$ cat config.mk
export PLATFORM = sky130hd
export DESIGN_NAME = rx_link_fault_sm_flat
export DESIGN_NICKNAME = d
export VERILOG_FILES = /design/src/rtl/rx_link_fault_sm_pkg.sv /design/src/rtl/rx_link_fault_sm_if.sv /design/src/rtl/rx_link_fault_sm_col_step.sv /design/src/rtl/rx_link_fault_sm.sv /design/src/flat_wrapper.sv
export SDC_FILE = /design/constraint.sdc
export NUM_CORES = 1
export LEC_CHECK = 0
export CORE_UTILIZATION = 40
export DETAILED_ROUTE_END_ITERATION = 8
export GPL_ROUTABILITY_DRIVEN = 0
export PLACE_DENSITY = 0.87
export SETUP_SLACK_MARGIN = 0.1
export SKIP_CTS_REPAIR_TIMING = 1
export SLEW_MARGIN = 20
export SYNTH_ARGS = -nofsm -noshare
export SYNTH_HDL_FRONTEND = slang
export SYNTH_SLANG_ARGS = --single-unit
$ cat constraint.sdc
create_clock -name rxclk -period 4.2 [get_ports rxclk]
set_input_delay 0.84 -clock rxclk [delete_from_list [all_inputs] [get_ports rxclk]]
set_output_delay 0.84 -clock rxclk [all_outputs]
set_load 0.05 [all_outputs]
$ cat src/rtl/rx_link_fault_sm_pkg.sv
// Shared types and constants for the receive-side link fault sequencer.
// Column classification lives here so every column step decodes a column the same way.
package rx_lf_pkg;

    typedef enum logic [1:0] {
        ST_INIT  = 2'd0,
        ST_COUNT = 2'd1,
        ST_FAULT = 2'd2
    } lf_state_t;

    typedef enum logic [1:0] {
        LF_OK     = 2'b00,
        LF_LOCAL  = 2'b01,
        LF_REMOTE = 2'b10
    } lf_code_t;

    typedef enum logic {
        TYPE_LOCAL  = 1'b0,
        TYPE_REMOTE = 1'b1
    } fault_type_t;

    localparam logic [7:0] SEQ_CTRL = 8'h9C;
    localparam logic [7:0] LF_CODE  = 8'h01;
    localparam logic [7:0] RF_CODE  = 8'h02;

    typedef struct packed {
        lf_state_t   state;
        fault_type_t last_type;
        logic [2:0]  seq_cnt;
        logic [6:0]  col_cnt;
        lf_code_t    link_fault;
    } lf_regs_t;

    typedef struct packed {
        logic        is_seq;
        fault_type_t kind;
    } col_class_t;

    localparam lf_regs_t LF_REGS_RESET = '{
        state:      ST_INIT,
        last_type:  TYPE_LOCAL,
        seq_cnt:    3'd0,
        col_cnt:    7'd0,
        link_fault: LF_OK
    };

    // Unknown lane3 codes fall through as fault-free columns.
    function automatic col_class_t classify_column(input logic [31:0] data,
                                                   input logic [3:0]  ctrl);
        col_class_t cls;
        cls.is_seq = 1'b0;
        cls.kind   = TYPE_LOCAL;
        if (ctrl == 4'b0001 && data[7:0] == SEQ_CTRL && data[23:8] == 16'h0000) begin
            if (data[31:24] == LF_CODE) begin
                cls.is_seq = 1'b1;
                cls.kind   = TYPE_LOCAL;
            end else if (data[31:24] == RF_CODE) begin
                cls.is_seq = 1'b1;
                cls.kind   = TYPE_REMOTE;
            end
        end
        return cls;
    endfunction

    function automatic lf_code_t type_to_code(input fault_type_t kind);
        return (kind == TYPE_REMOTE) ? LF_REMOTE : LF_LOCAL;
    endfunction

endpackage

$ cat src/rtl/rx_link_fault_sm_if.sv
// Receive word, enable and fault-status signals of the link fault sequencer.
// The RX capture side is the master; the sequencer is the slave.
interface rx_link_fault_sm_if #(
    parameter int CNT_W = 16
) ();
    import rx_lf_pkg::*;

    logic [63:0]      rxd64;
    logic [7:0]       rxc8;
    logic             lfsm_en;
    lf_code_t         link_fault;
    logic             tx_send_rf;
    logic             tx_send_idle;
    logic [CNT_W-1:0] fault_cnt;

    modport master (
        output rxd64,
        output rxc8,
        output lfsm_en,
        input  link_fault,
        input  tx_send_rf,
        input  tx_send_idle,
        input  fault_cnt
    );

    modport slave (
        input  rxd64,
        input  rxc8,
        input  lfsm_en,
        output link_fault,
        output tx_send_rf,
        output tx_send_idle,
        output fault_cnt
    );

endinterface

$ cat src/rtl/rx_link_fault_sm_col_step.sv
// Combinational link-fault state update for a single XGMII column.
// fault_entry flags a COUNT-to-FAULT transition taken by this column.
module rx_lf_col_step
    import rx_lf_pkg::*;
#(
    parameter int SEQ_THRESH = 4,
    parameter int COL_LIMIT  = 128
) (
    input  lf_regs_t    cur,
    input  logic [31:0] col_data,
    input  logic [3:0]  col_ctrl,
    output lf_regs_t    nxt,
    output logic        fault_entry
);

    localparam logic [2:0] SEQ_LAST = 3'(SEQ_THRESH);
    localparam logic [6:0] COL_LAST = 7'(COL_LIMIT - 1);

    col_class_t col_cls;
    logic [2:0] seq_inc;

    // col_cnt holds the fault-free columns already seen, so the column arriving
    // with col_cnt at COL_LAST is the one that completes the clearing window.
    always_comb begin
        nxt         = cur;
        fault_entry = 1'b0;
        col_cls     = classify_column(col_data, col_ctrl);
        seq_inc     = cur.seq_cnt + 3'd1;

        case (cur.state)
            ST_INIT: begin
                if (col_cls.is_seq) begin
                    nxt.state     = ST_COUNT;
                    nxt.last_type = col_cls.kind;
                    nxt.seq_cnt   = 3'd1;
                    nxt.col_cnt   = 7'd0;
                end
            end

            ST_COUNT: begin
                if (col_cls.is_seq && col_cls.kind == cur.last_type) begin
                    nxt.seq_cnt = seq_inc;
                    nxt.col_cnt = 7'd0;
                    if (seq_inc == SEQ_LAST) begin
                        nxt.state      = ST_FAULT;
                        nxt.link_fault = type_to_code(col_cls.kind);
                        fault_entry    = 1'b1;
                    end
                end else if (col_cls.is_seq) begin
                    nxt.last_type = col_cls.kind;
                    nxt.seq_cnt   = 3'd1;
                    nxt.col_cnt   = 7'd0;
                end else if (cur.col_cnt == COL_LAST) begin
                    nxt = LF_REGS_RESET;
                end else begin
                    nxt.col_cnt = cur.col_cnt + 7'd1;
                end
            end

            ST_FAULT: begin
                if (col_cls.is_seq && col_cls.kind == cur.last_type) begin
                    nxt.col_cnt = 7'd0;
                end else if (col_cls.is_seq) begin
                    // Leaving FAULT on a type change keeps the declared fault visible.
                    nxt.state     = ST_COUNT;
                    nxt.last_type = col_cls.kind;
                    nxt.seq_cnt   = 3'd1;
                    nxt.col_cnt   = 7'd0;
                end else if (cur.col_cnt == COL_LAST) begin
                    nxt = LF_REGS_RESET;
                end else begin
                    nxt.col_cnt = cur.col_cnt + 7'd1;
                end
            end

            default: begin
                nxt = LF_REGS_RESET;
            end
        endcase
    end

endmodule

$ cat src/rtl/rx_link_fault_sm.sv
// Receive link fault sequencer: two columns per rxclk, fault status and TX responses.
// Column 0 is stepped first and column 1 sees its result; only the final state is registered.
module rx_link_fault_sm
    import rx_lf_pkg::*;
#(
    parameter int SEQ_THRESH = 4,
    parameter int COL_LIMIT  = 128,
    parameter int CNT_W      = 16
) (
    input logic               rxclk,
    input logic               reset_n,
    rx_link_fault_sm_if.slave lf_bus
);

    lf_regs_t         regs;
    lf_regs_t         col0_regs;
    lf_regs_t         col1_regs;
    lf_regs_t         regs_next;
    logic             entry0;
    logic             entry1;
    logic [1:0]       entries;
    logic [CNT_W:0]   cnt_sum;
    logic [CNT_W-1:0] fault_cnt;
    logic [CNT_W-1:0] fault_cnt_next;
    logic             send_rf;
    logic             send_rf_next;
    logic             send_idle;
    logic             send_idle_next;

    rx_lf_col_step #(
        .SEQ_THRESH (SEQ_THRESH),
        .COL_LIMIT  (COL_LIMIT)
    ) u_col0 (
        .cur         (regs),
        .col_data    (lf_bus.rxd64[31:0]),
        .col_ctrl    (lf_bus.rxc8[3:0]),
        .nxt         (col0_regs),
        .fault_entry (entry0)
    );

    rx_lf_col_step #(
        .SEQ_THRESH (SEQ_THRESH),
        .COL_LIMIT  (COL_LIMIT)
    ) u_col1 (
        .cur         (col0_regs),
        .col_data    (lf_bus.rxd64[63:32]),
        .col_ctrl    (lf_bus.rxc8[7:4]),
        .nxt         (col1_regs),
        .fault_entry (entry1)
    );

    // Disable parks the machine in INIT but leaves the fault history counter alone.
    always_comb begin
        regs_next      = col1_regs;
        fault_cnt_next = fault_cnt;
        entries        = {1'b0, entry0} + {1'b0, entry1};
        cnt_sum        = {1'b0, fault_cnt} + {{(CNT_W-1){1'b0}}, entries};

        if (!lf_bus.lfsm_en) begin
            regs_next = LF_REGS_RESET;
        end else if (cnt_sum[CNT_W]) begin
            fault_cnt_next = '1;
        end else begin
            fault_cnt_next = cnt_sum[CNT_W-1:0];
        end

        send_rf_next   = (regs_next.link_fault == LF_LOCAL);
        send_idle_next = (regs_next.link_fault == LF_REMOTE);
    end

    always_ff @(posedge rxclk or negedge reset_n) begin
        if (!reset_n) begin
            regs      <= LF_REGS_RESET;
            fault_cnt <= '0;
            send_rf   <= 1'b0;
            send_idle <= 1'b0;
        end else begin
            regs      <= regs_next;
            fault_cnt <= fault_cnt_next;
            send_rf   <= send_rf_next;
            send_idle <= send_idle_next;
        end
    end

    assign lf_bus.link_fault   = regs.link_fault;
    assign lf_bus.tx_send_rf   = send_rf;
    assign lf_bus.tx_send_idle = send_idle;
    assign lf_bus.fault_cnt    = fault_cnt;

    link_fault_legal: assert property (@(posedge rxclk) disable iff (!reset_n)
                                       regs.link_fault != 2'b11);

endmodule

$ cat src/flat_wrapper.sv
// flat-port wrapper written by rule: the top's interface ports become plain ports
module rx_link_fault_sm_flat import rx_lf_pkg::*;
#(
    parameter int SEQ_THRESH = 4,
    parameter int COL_LIMIT  = 128,
    parameter int CNT_W      = 16
)
  (rxclk, reset_n, lf_bus_rxd64, lf_bus_rxc8, lf_bus_lfsm_en, lf_bus_link_fault, lf_bus_tx_send_rf, lf_bus_tx_send_idle, lf_bus_fault_cnt);
  rx_link_fault_sm_if #(.CNT_W(CNT_W)) lf_bus_i ();
  input logic rxclk;
  input logic reset_n;
  input wire logic [$bits(lf_bus_i.rxd64)-1:0] lf_bus_rxd64;
  input wire logic [$bits(lf_bus_i.rxc8)-1:0] lf_bus_rxc8;
  input wire logic [$bits(lf_bus_i.lfsm_en)-1:0] lf_bus_lfsm_en;
  output wire logic [$bits(lf_bus_i.link_fault)-1:0] lf_bus_link_fault;
  output wire logic [$bits(lf_bus_i.tx_send_rf)-1:0] lf_bus_tx_send_rf;
  output wire logic [$bits(lf_bus_i.tx_send_idle)-1:0] lf_bus_tx_send_idle;
  output wire logic [$bits(lf_bus_i.fault_cnt)-1:0] lf_bus_fault_cnt;
  assign lf_bus_i.rxd64 = lf_bus_rxd64;
  assign lf_bus_i.rxc8 = lf_bus_rxc8;
  assign lf_bus_i.lfsm_en = lf_bus_lfsm_en;
  assign lf_bus_link_fault = lf_bus_i.link_fault;
  assign lf_bus_tx_send_rf = lf_bus_i.tx_send_rf;
  assign lf_bus_tx_send_idle = lf_bus_i.tx_send_idle;
  assign lf_bus_fault_cnt = lf_bus_i.fault_cnt;
  rx_link_fault_sm #(.SEQ_THRESH(SEQ_THRESH), .COL_LIMIT(COL_LIMIT), .CNT_W(CNT_W)) u_core (.rxclk(rxclk), .reset_n(reset_n), .lf_bus(lf_bus_i));
endmodule
After elaboration in Yosys (flattened, before gate mapping)
Cells that the tools add are included.
{"block": "totals", "wordCells": 98, "out_inout_bits": 20, "inputBits": 75, "register_bits": 33}
{"block": "classes", "eq_ne": 20, "addsub": 6, "muxes": 54, "reduce_logical": 10}
{"cell": "$pmux 13 s3", "n": 2}
{"cell": "$mux 13", "n": 4}
{"cell": "$mux 11", "n": 4}
{"cell": "$mux 2", "n": 22}
{"cell": "$logic_not 16->1", "n": 2}
{"cell": "$mux 7", "n": 4}
{"cell": "$mux 12", "n": 2}
{"cell": "$mux 6", "n": 4}
{"cell": "$add 16x2->17", "n": 1}
{"cell": "$eq 8x1->1 const B", "n": 2}
{"cell": "$eq 8x2->1 const B", "n": 2}
{"cell": "$eq 8x8->1 const B", "n": 2}
{"cell": "$mux 16", "n": 1}
{"cell": "$mux 15", "n": 1}
{"cell": "$add 7x1->7 const B", "n": 2}
{"cell": "$eq 7x7->1 const B", "n": 2}
{"cell": "$pmux 2 s3", "n": 2}
{"cell": "$eq 4x1->1 const B", "n": 2}
{"cell": "$mux 1", "n": 8}
{"cell": "$add 3x1->3 const B", "n": 2}
{"cell": "$eq 2x1->1 const B", "n": 3}
{"cell": "$eq 2x2->1 const B", "n": 3}
{"cell": "$eq 3x3->1 const B", "n": 2}
{"cell": "$logic_and 1x1->1", "n": 6}
{"cell": "3 further kinds", "n": 5}

Longest topological paths before layout
Gate-level depths: netlist of the first run.
{"block": "depth", "word_depth": 18, "depth_mapped": 18, "mapped_depth_nobuf": 17}

Cells and area by module
A second synthesis of the first run with hierarchy kept.
{"block": "hier_totals", "cells_unflattened": 341, "hier_area_um2": 2862.7}
{"mod": "rx_link_fault_sm", "cells_per_inst": 127, "seq_area_each_um2": 825.8, "area_per_inst_um2": 1463.9, "n_inst": 1}
{"mod": "rx_lf_col_step", "cells_per_inst": 107, "seq_area_each_um2": 0.0, "area_per_inst_um2": 699.4, "n_inst": 2}

Worst setup path before layout of the first run
OpenSTA, ideal clock, no wires.
{"block": "synth_path", "path_kind": "input port to flip-flop", "start": "input lf_bus_rxd64[12]", "end": "register u_core.fault_cnt[0], in the netlist u_core.lf_bus.fault_cnt[0]", "t_arrival_ns": 4.490, "n_path_buf": 2, "cell_stages": 17, "path_slack_ns": -0.358, "setup_time_ns": 0.068, "t_required_ns": 4.132, "path_cell_list": "nor4_2 > nand3_2 > or4_1 > buf_6 > a31oi_1 > o22a_1 > ha_1 > ha_1 > nand4_1 > fa_1 > inv_1 > ha_1 > and3_1 > nand2b_1 > or3_1 > clkbuf_1 > nand2_1"}
{"block": "synth_between", "elab_chain_len": 16, "elab_cells_between_ends": 29, "cone_classes": "add/sub: 3; eq/ne: 4; mux: 18; reduce/logical: 4"}
{"element": "start: declaration", "line_no": "flat_wrapper.sv:12", "text": "input wire logic [$bits(lf_bus_i.rxd64)-1:0] lf_bus_rxd64;"}
{"element": "$logic_not 16->1 *", "line_no": "rx_link_fault_sm_pkg.sv:53", "text": "if (ctrl == 4'b0001 && data[7:0] == SEQ_CTRL && data[23:8] == 16'h0000) begin"}
{"element": "$logic_and 1x1->1 *", "line_no": "rx_link_fault_sm_pkg.sv:53"}
{"element": "$mux 2 *", "line_no": "rx_link_fault_sm_pkg.sv:53"}
{"element": "$mux 11", "line_no": "rx_link_fault_sm_col_step.sv:49", "text": "end else if (col_cls.is_seq) begin"}
{"element": "$mux 11", "line_no": "rx_link_fault_sm_col_step.sv:41", "text": "if (col_cls.is_seq && col_cls.kind == cur.last_type) begin"}
{"element": "$mux 11", "line_no": "rx_link_fault_sm_col_step.sv:30", "text": "case (cur.state)"}
{"element": "$mux 12", "line_no": "rx_link_fault_sm_col_step.sv:41"}
{"element": "$pmux 13 s3", "line_no": "rx_link_fault_sm_col_step.sv:30"}
{"element": "$add 3x1->3", "line_no": "rx_link_fault_sm_col_step.sv:28", "text": "seq_inc = cur.seq_cnt + 3'd1;"}
{"element": "$eq 3x3->1", "line_no": "rx_link_fault_sm_col_step.sv:44", "text": "if (seq_inc == SEQ_LAST) begin"}
{"element": "$mux 1", "line_no": "rx_link_fault_sm_col_step.sv:44"}
{"element": "$mux 1", "line_no": "rx_link_fault_sm_col_step.sv:41"}
{"element": "$mux 1", "line_no": "rx_link_fault_sm_col_step.sv:30"}
{"element": "$add 1x1->2 *", "line_no": "rx_link_fault_sm.sv:56", "text": "entries = {1'b0, entry0} + {1'b0, entry1};"}
{"element": "$add 16x2->17 *", "line_no": "rx_link_fault_sm.sv:57", "text": "cnt_sum = {1'b0, fault_cnt} + {{(CNT_W-1){1'b0}}, entries};"}
{"element": "$mux 16 *", "line_no": "rx_link_fault_sm.sv:61", "text": "end else if (cnt_sum[CNT_W]) begin"}
{"element": "end signal: assignment", "line_no": "rx_link_fault_sm.sv:79", "text": "fault_cnt <= fault_cnt_next;"}
{"element": "end: declaration", "line_no": "rx_link_fault_sm.sv:23", "text": "logic [CNT_W-1:0] fault_cnt;"}
Every way passes the cells marked *; elsewhere a longest branch is shown, timed or not. The select of a mux whose other input is x is not followed.
A chain may end at the register's enable or synchronous reset.

Final worst setup path of the first run
{"block": "layout_path", "start": "input lf_bus_rxd64[31]", "end": "register u_core.fault_cnt[4], in the netlist u_core.lf_bus.fault_cnt[4]"}
{"block": "layout_between", "elab_chain_len": 17, "elab_cells_between_ends": 31, "cone_classes": "add/sub: 3; eq/ne: 6; mux: 20; reduce/logical: 2"}
{"element": "$eq 8x2->1", "line_no": "rx_link_fault_sm_pkg.sv:57", "text": "end else if (data[31:24] == RF_CODE) begin"}
{"element": "$mux 2", "line_no": "rx_link_fault_sm_pkg.sv:57"}
{"element": "$mux 2 *", "line_no": "rx_link_fault_sm_pkg.sv:54", "text": "if (data[31:24] == LF_CODE) begin"}
{"element": "$mux 2 *", "line_no": "rx_link_fault_sm_pkg.sv:53"}
{"element": "$mux 11", "line_no": "rx_link_fault_sm_col_step.sv:49"}
{"element": "$mux 11", "line_no": "rx_link_fault_sm_col_step.sv:41"}
{"element": "$mux 11", "line_no": "rx_link_fault_sm_col_step.sv:30"}
{"element": "$mux 12", "line_no": "rx_link_fault_sm_col_step.sv:41"}
{"element": "$pmux 13 s3", "line_no": "rx_link_fault_sm_col_step.sv:30"}
{"element": "$add 3x1->3", "line_no": "rx_link_fault_sm_col_step.sv:28"}
{"element": "$eq 3x3->1", "line_no": "rx_link_fault_sm_col_step.sv:44"}
{"element": "$mux 1", "line_no": "rx_link_fault_sm_col_step.sv:44"}
{"element": "$mux 1", "line_no": "rx_link_fault_sm_col_step.sv:41"}
{"element": "$mux 1", "line_no": "rx_link_fault_sm_col_step.sv:30"}
{"element": "$add 1x1->2 *", "line_no": "rx_link_fault_sm.sv:56"}
{"element": "$add 16x2->17 *", "line_no": "rx_link_fault_sm.sv:57"}
{"element": "$mux 16 *", "line_no": "rx_link_fault_sm.sv:61"}
Marks and branches as above.

==> results.cfg, run 1 <==
[run_status]
status = complete, no violations

[pwr]
intPower_mw = 0.5847
power_density_nw_per_um2 = 178.3
clockPowerShare = 0.420
sequentialPowerShare = 0.426
sw_frac_of_total = 0.2232
p_leak_nw = 1.942
finalPower_mw = 0.7527
irDropWorstVdd_mv = 0.1863
power.share.combinational = 0.154
power.switching_mw = 0.1680

[yosys]
synth_simple_gate_area_frac = 0.3496
yosys.area.top_type = dfrtp_1
syn-num-nets = 384
synth.distinct_cells = 75
synthCells = 301
synth_compound_area_frac = 0.1718
netlist.area_leader.share = 0.3106
async_flop_share = 1.000
syn_avg_cell_area_um2 = 8.833
synth_area_um2 = 2659
synth_area_leaders = dfrtp_1, nand2_1, xor2_1, ha_1, nor2_1
synthMuxAreaShare = 0.02918
yosysSeqAreaShare = 0.3106
yosys_register_bits = 33
yosysWarningCount = 0
synth_xor_area_frac = 0.05600
synth_top_family_by_area = simple AND/OR/NAND/NOR gates
synth_edf_count = 0
ys_dominant_reg_cell = dfrtp_1
synth_fa_ha_area_frac = 0.04471

[die]
die-area_um2 = 6977
start_util = 0.4163
core-area_um2 = 6386
io_pins = 95
rows = 29
die_h_um = 83.53
die_x_um = 83.53

[worst_setup_path]
endpoint_kind = flop
crit_end = u_core.lf_bus.fault_cnt[4]
regToRegSetupSlack_ps = 330
crit_type = in -> reg
cp_max_fo = 7
cp-start-kind = primary input
r2r_cells = 16
r2r-end = u_core.lf_bus.fault_cnt[4]
critPathRequiredTime_ps = 4430
worstReg2RegStart = u_core.regs[2]
cp-startpoint = lf_bus_rxd64[31]
arrival_ps = 4370

[drt]
via_per_inst = 5.700
drt_iter0_markers = 117
dr.pass1.iters = 4
drc = 0
wl_per_cell_um = 16.00
num_vias = 2833
antenna_left = 0
totalWireLength_mm = 7.952

[layout]
final_cell_mix = clkdlybuf4s50_1, dfrtp_1, nand2_1
drive_gt1_frac = 0.2619
diodes = 0
area.growth.synth_to_final_pct = 58.78
post-route-util = 0.6611
design_area_um2 = 4222
final_common_cell = clkdlybuf4s50_1
nets = 502

[worst_hold_path]
worstHoldStart = u_core.lf_bus.fault_cnt[5]
hold_path_class = reg -> reg

[placement]
io_buffers = 94
post_dp_cell_area_um2 = 3911
post-place-ws_ps = -585.7
dp_hpwl_mm = 5.917

[run]
maxCapViolCount = 0

[cts]
clock_path_buffers = 2
insertion_delay_ps = 300
cts.clk_slew.worst_paths_ps = 70
cts-root-buf = clkbuf_8
cts.sinks = 33
cts_inserted_buffers = 5
cts_tree = done
htreeDepth = 2

[timing]
slew_viol_final = 0
rsz0062_at_grt = true
worst_slack_ps = 64.90
setup_viol = 0
max_freq_mhz = 241.8
final.setup.tns_ps = 0
tightest_slew_ps = 584.6
relSlewSlack = 0.6103
period_needed_ps = 4135
hold_viol_final = 0
period_share = 0.9845
fin_worst_skew_ps = 5.841

[global_routing]
grt_max_degree = 34
grt_pass1_vias = 2937
grt_overflow = 0
grt_pass1_wl_mm = 12.91
antenna_found_initial = 0
grtUsageTotal = 0.2255
[power groups by stage]
stage               clock network (mW)  logic (mW)  registers (mW)
floorplan                            0      0.0201           0.332
global placement                     0       0.114           0.327
detailed placement                   0       0.117           0.327
CTS                              0.318       0.117           0.321
global route                     0.330       0.124           0.320
finish                           0.316       0.116           0.321
[routing by layer]
| layer | track usage | vias to the layer above | wire length [um] | part of all wire |
|---|---|---|---|---|
| met5 | 0 | - | 0 | 0 |
| met4 | 0.07242 | 0 | 121 | 0.015 |
| met3 | 0.04649 | 14 | 450 | 0.057 |
| met2 | 0.4091 | 104 | 4072 | 0.51 |
| met1 | 0.2657 | 1354 | 3307 | 0.42 |
| li1 | - | 1361 | - | - |
[metrics by stage]
stage | cells | hold WS (ps)
global route | 497 | 590.4
CTS | 494 | 547.3
finish | 497 | 546.7
global placement | 486 | 519.1
floorplan | 301 | 544.4
detailed placement | 486 | 526.5
[worst max-delay path: stages]
cell and delay [ps]:
dlymetal6s2s_1 150, nor4_4 340, nand3_4 170, or4_4 490, a31oi_4 210, o22a_1 210, ha_2 210, ha_4 130
nand4_1 140, fa_2 450, inv_2 80, ha_4 120, and3_4 220, nand2b_4 60, or3_4 450, nand2_1 90
[state kept, by name (all words and copies together) (netlist names)]
| signal | count |
|---|---|
| u_core.lf_bus.fault_cnt | 16 |
| u_core.regs | 13 |
| u_core.lf_bus.link_fault | 2 |
| u_core.lf_bus.tx_send_idle | 1 |
| u_core.lf_bus.tx_send_rf | 1 |
[synth_stat cells (all sizes together) (2+ instances only)]
cell / number
nand2: 38
dfrtp: 33
nor2: 22
nand3: 16
a21oi: 15
nor4: 14
o21ai: 13
xor2: 11
and3: 10
buf: 8
and2: 7
ha: 7
inv: 7
nor2b: 7
nor4b: 7
nand4: 6
nor3: 6
xnor2: 6
clkbuf: 5
a211oi: 4
mux2i: 4
o21a: 4
a22oi: 3
a31oi: 3
a32oi: 3
mux2: 3
or3: 3
or4: 3
a221oi: 2
and4: 2
nand2b: 2
o311ai: 2
o31ai: 2
or2: 2
[kinds of logic (layout without fill, tap and decap cells)]
logic type	Yosys count	in the layout
compound gates	63	63
xor+xnor	17	17
fa+ha+maj	9	9
buf+inv	20	138
flops	33	33
mux	7	7
simple gates	152	153
[layout make-up]
| cell class | instances | area [um^2] |
|---|---|---|
| clock inverter | 1 | 30.03 |
| sequential | 33 | 825.8 |
| tap | 77 | 96.34 |
| clock buffer | 7 | 86.33 |
| timing repair buffer | 123 | 1191 |
| multi-input combinational | 249 | 1966 |
| inverter | 7 | 26.28 |
| fill | 496 | 2165 |
[worst min path at each step]
stage,endpoint,slack [ps],depth (start not counted)
CTS,u_core.lf_bus.fault_cnt[5],550,2
detailed placement,u_core.lf_bus.fault_cnt[5],530,2
global route,u_core.lf_bus.fault_cnt[15],590,1
global placement,u_core.lf_bus.fault_cnt[5],520,2
floorplan,u_core.lf_bus.fault_cnt[0],540,0
finish,u_core.lf_bus.fault_cnt[5],550,2
Note: power is estimated with default switching activity, not from simulation.
==> inputs of run 2 (changes only) <==
- ABC_CLOCK_PERIOD_IN_PS: default -> 4200
- SKIP_LAST_GASP: default -> 1
==> results of run 2 <==
No change in the layout: final DEF, timing and power equal those of run 1.
==> inputs of run 3 (changes only) <==
- CTS_CLUSTER_SIZE: default -> 40
- DONT_BUFFER_PORTS: default -> 1
- PLACE_DENSITY: 0.87 -> 0.67
==> run 3 against run 2 <==
- cell area is 26% lower
- maximum frequency increased by 3.1%
- global-route usage is 3.8 points lower
- clock power down 25%
- sequential share of layout area rose by 6.8 points
- clock-buffer cell count unchanged
- utilization fell by 17 points
- via count is 15% lower
- critical endpoint is now u_core.lf_bus.fault_cnt[12]
- setup slack gained 120 ps
- hold slack worse by 300 ps
- critical path depth is 1 lower
- die area did not move
==> results.cfg, run 3 (synthesis gave the netlist of run 1 again) <==
[run_status]
status = complete, no violations

[worst_setup_path]
crit_path_frequent_cell = ha_4
cp_slowest_cell = or4_4
critPathRequiredTime_ps = 4370
regToRegSetupSlack_ps = 320
cp_cell_sequence = nor4_2, nand3_2, or4_4, a31oi_4, o22a_1, ha_2, ha_4, nand4_1, fa_2, inv_1, ha_4, and3_4, nor2b_2, nand3_1, mux2_2
worstReg2RegStart = u_core.regs[2]
cp_max_fo = 4
r2r_cells = 16
r2r-end = u_core.lf_bus.fault_cnt[12]
cp_slowest_stage_delay_ps = 570
cp-startpoint = lf_bus_rxd64[23]
endpoint_kind = flop
crit_type = in -> reg
cp-start-kind = primary input
arrival_ps = 4180

[cts]
clock_path_buffers = 2
cts_tree = done
cts.clk_slew.worst_paths_ps = 60
cts_inserted_buffers = 5
insertion_delay_ps = 280
cts-root-buf = clkbuf_8
cts.sinks = 33
htreeDepth = 2

[layout]
largest_reg_flops = 16
area.growth.synth_to_final_pct = 17.98
post-route-util = 0.4912
final_cell_mix = nand2_1, dfrtp_1, buf_4
stdcell_count = 401
multi_input_area_um2 = 1888
drive_gt1_frac = 0.2531
final_common_cell = nand2_1
nets = 407
register_area_um2 = 825.8
design_area_um2 = 3137
diodes = 0
fill_cells = 606
regMostFlops = u_core.lf_bus.fault_cnt

[global_routing]
grt_pass1_wl_mm = 10.70
antenna_found_initial = 0
grt_pass1_vias = 2276
grt_overflow = 0
grtUsageTotal = 0.1873
grt_max_degree = 34

[die]
core-area_um2 = 6386
start_util = 0.4163
io_pins = 95
die_h_um = 83.53
die-area_um2 = 6977
rows = 29
die_x_um = 83.53

[drt]
dr.pass1.iters = 4
drc = 0
totalWireLength_mm = 6.438
antenna_left = 0
num_vias = 2419
wl_per_cell_um = 16.05
drt_iter0_markers = 168
via_per_inst = 6.032

[pwr]
sw_frac_of_total = 0.2114
p_leak_nw = 1.313
clockPowerShare = 0.405
irDropWorstVdd_mv = 0.2190
power.share.combinational = 0.036
intPower_mw = 0.4610
power.switching_mw = 0.1236
power_density_nw_per_um2 = 186.4
sequentialPowerShare = 0.559

[placement]
io_buffers = 0
post-place-ws_ps = -95.12
placed_cells = 388
dp_hpwl_mm = 4.951
post_dp_cell_area_um2 = 2940

[run]
maxCapViolCount = 0

[timing]
setup_viol = 0
max_freq_mhz = 249.3
period_share = 0.9551
relSlewSlack = 0.6017
slew_viol_final = 0
period_needed_ps = 4012
fin_worst_skew_ps = 2.338
hold_viol_final = 0
holdWs_ps = 246.8
worst_slack_ps = 188.4
tightest_slew_ps = 597.5
rsz0062_at_grt = true

[worst_hold_path]
hold_path_class = in -> async
run 3: critical path, delay by kind of cell:
kind                       cells  cell delay [ps]
muxes                          1              300
adders and majority gates      4              930
and+or+nand+nor                7             1600
buffers and inverters          1              100
AOI/OAI and AO/OA              2              400
run 3: cell type report:
type / instances / area share
tap: 77 / 0.03071
timing repair buffer: 28 / 0.06821
multi-input combinational: 249 / 0.6019
sequential: 33 / 0.2633
inverter: 7 / 0.008377
clock buffer: 7 / 0.02752
run 3: routing by layer:
metal	track usage	wire, um	vias to the layer above
met5	0	0	-
met4	0.05393	79	0
met3	0.04550	481	8
met2	0.2966	2972	82
met1	0.2553	2905	1154
li1	-	-	1175
run 3: how the worst max path moves through the flow:
stage                                  endpoint  slack [ps]  depth (start not counted)
finish              u_core.lf_bus.fault_cnt[12]         190                         15
global placement    u_core.lf_bus.fault_cnt[12]         -10                         15
global route        u_core.lf_bus.fault_cnt[15]          50                         17
CTS                 u_core.lf_bus.fault_cnt[12]         180                         17
floorplan           u_core.lf_bus.fault_cnt[12]        -160                         16
detailed placement  u_core.lf_bus.fault_cnt[12]        -100                         17
run 3: per-stage QoR:
step	power, mW	TNS [ps]
2_1_floorplan	0.3520	-2046
3_3_place_gp	0.3526	-24.26
3_5_place_dp	0.3532	-864.6
4_1_cts	0.5932	0
5_1_grt	0.6083	0
6_report	0.5846	0
run 3: power by group through the flow:
stage | combinational [mW] | sequential [mW] | clock, mW
3_3_place_gp | 0.0201 | 0.333 | 0
6_report | 0.0213 | 0.327 | 0.237
2_1_floorplan | 0.0201 | 0.332 | 0
4_1_cts | 0.0206 | 0.327 | 0.246
3_5_place_dp | 0.0206 | 0.333 | 0
5_1_grt | 0.0230 | 0.327 | 0.259
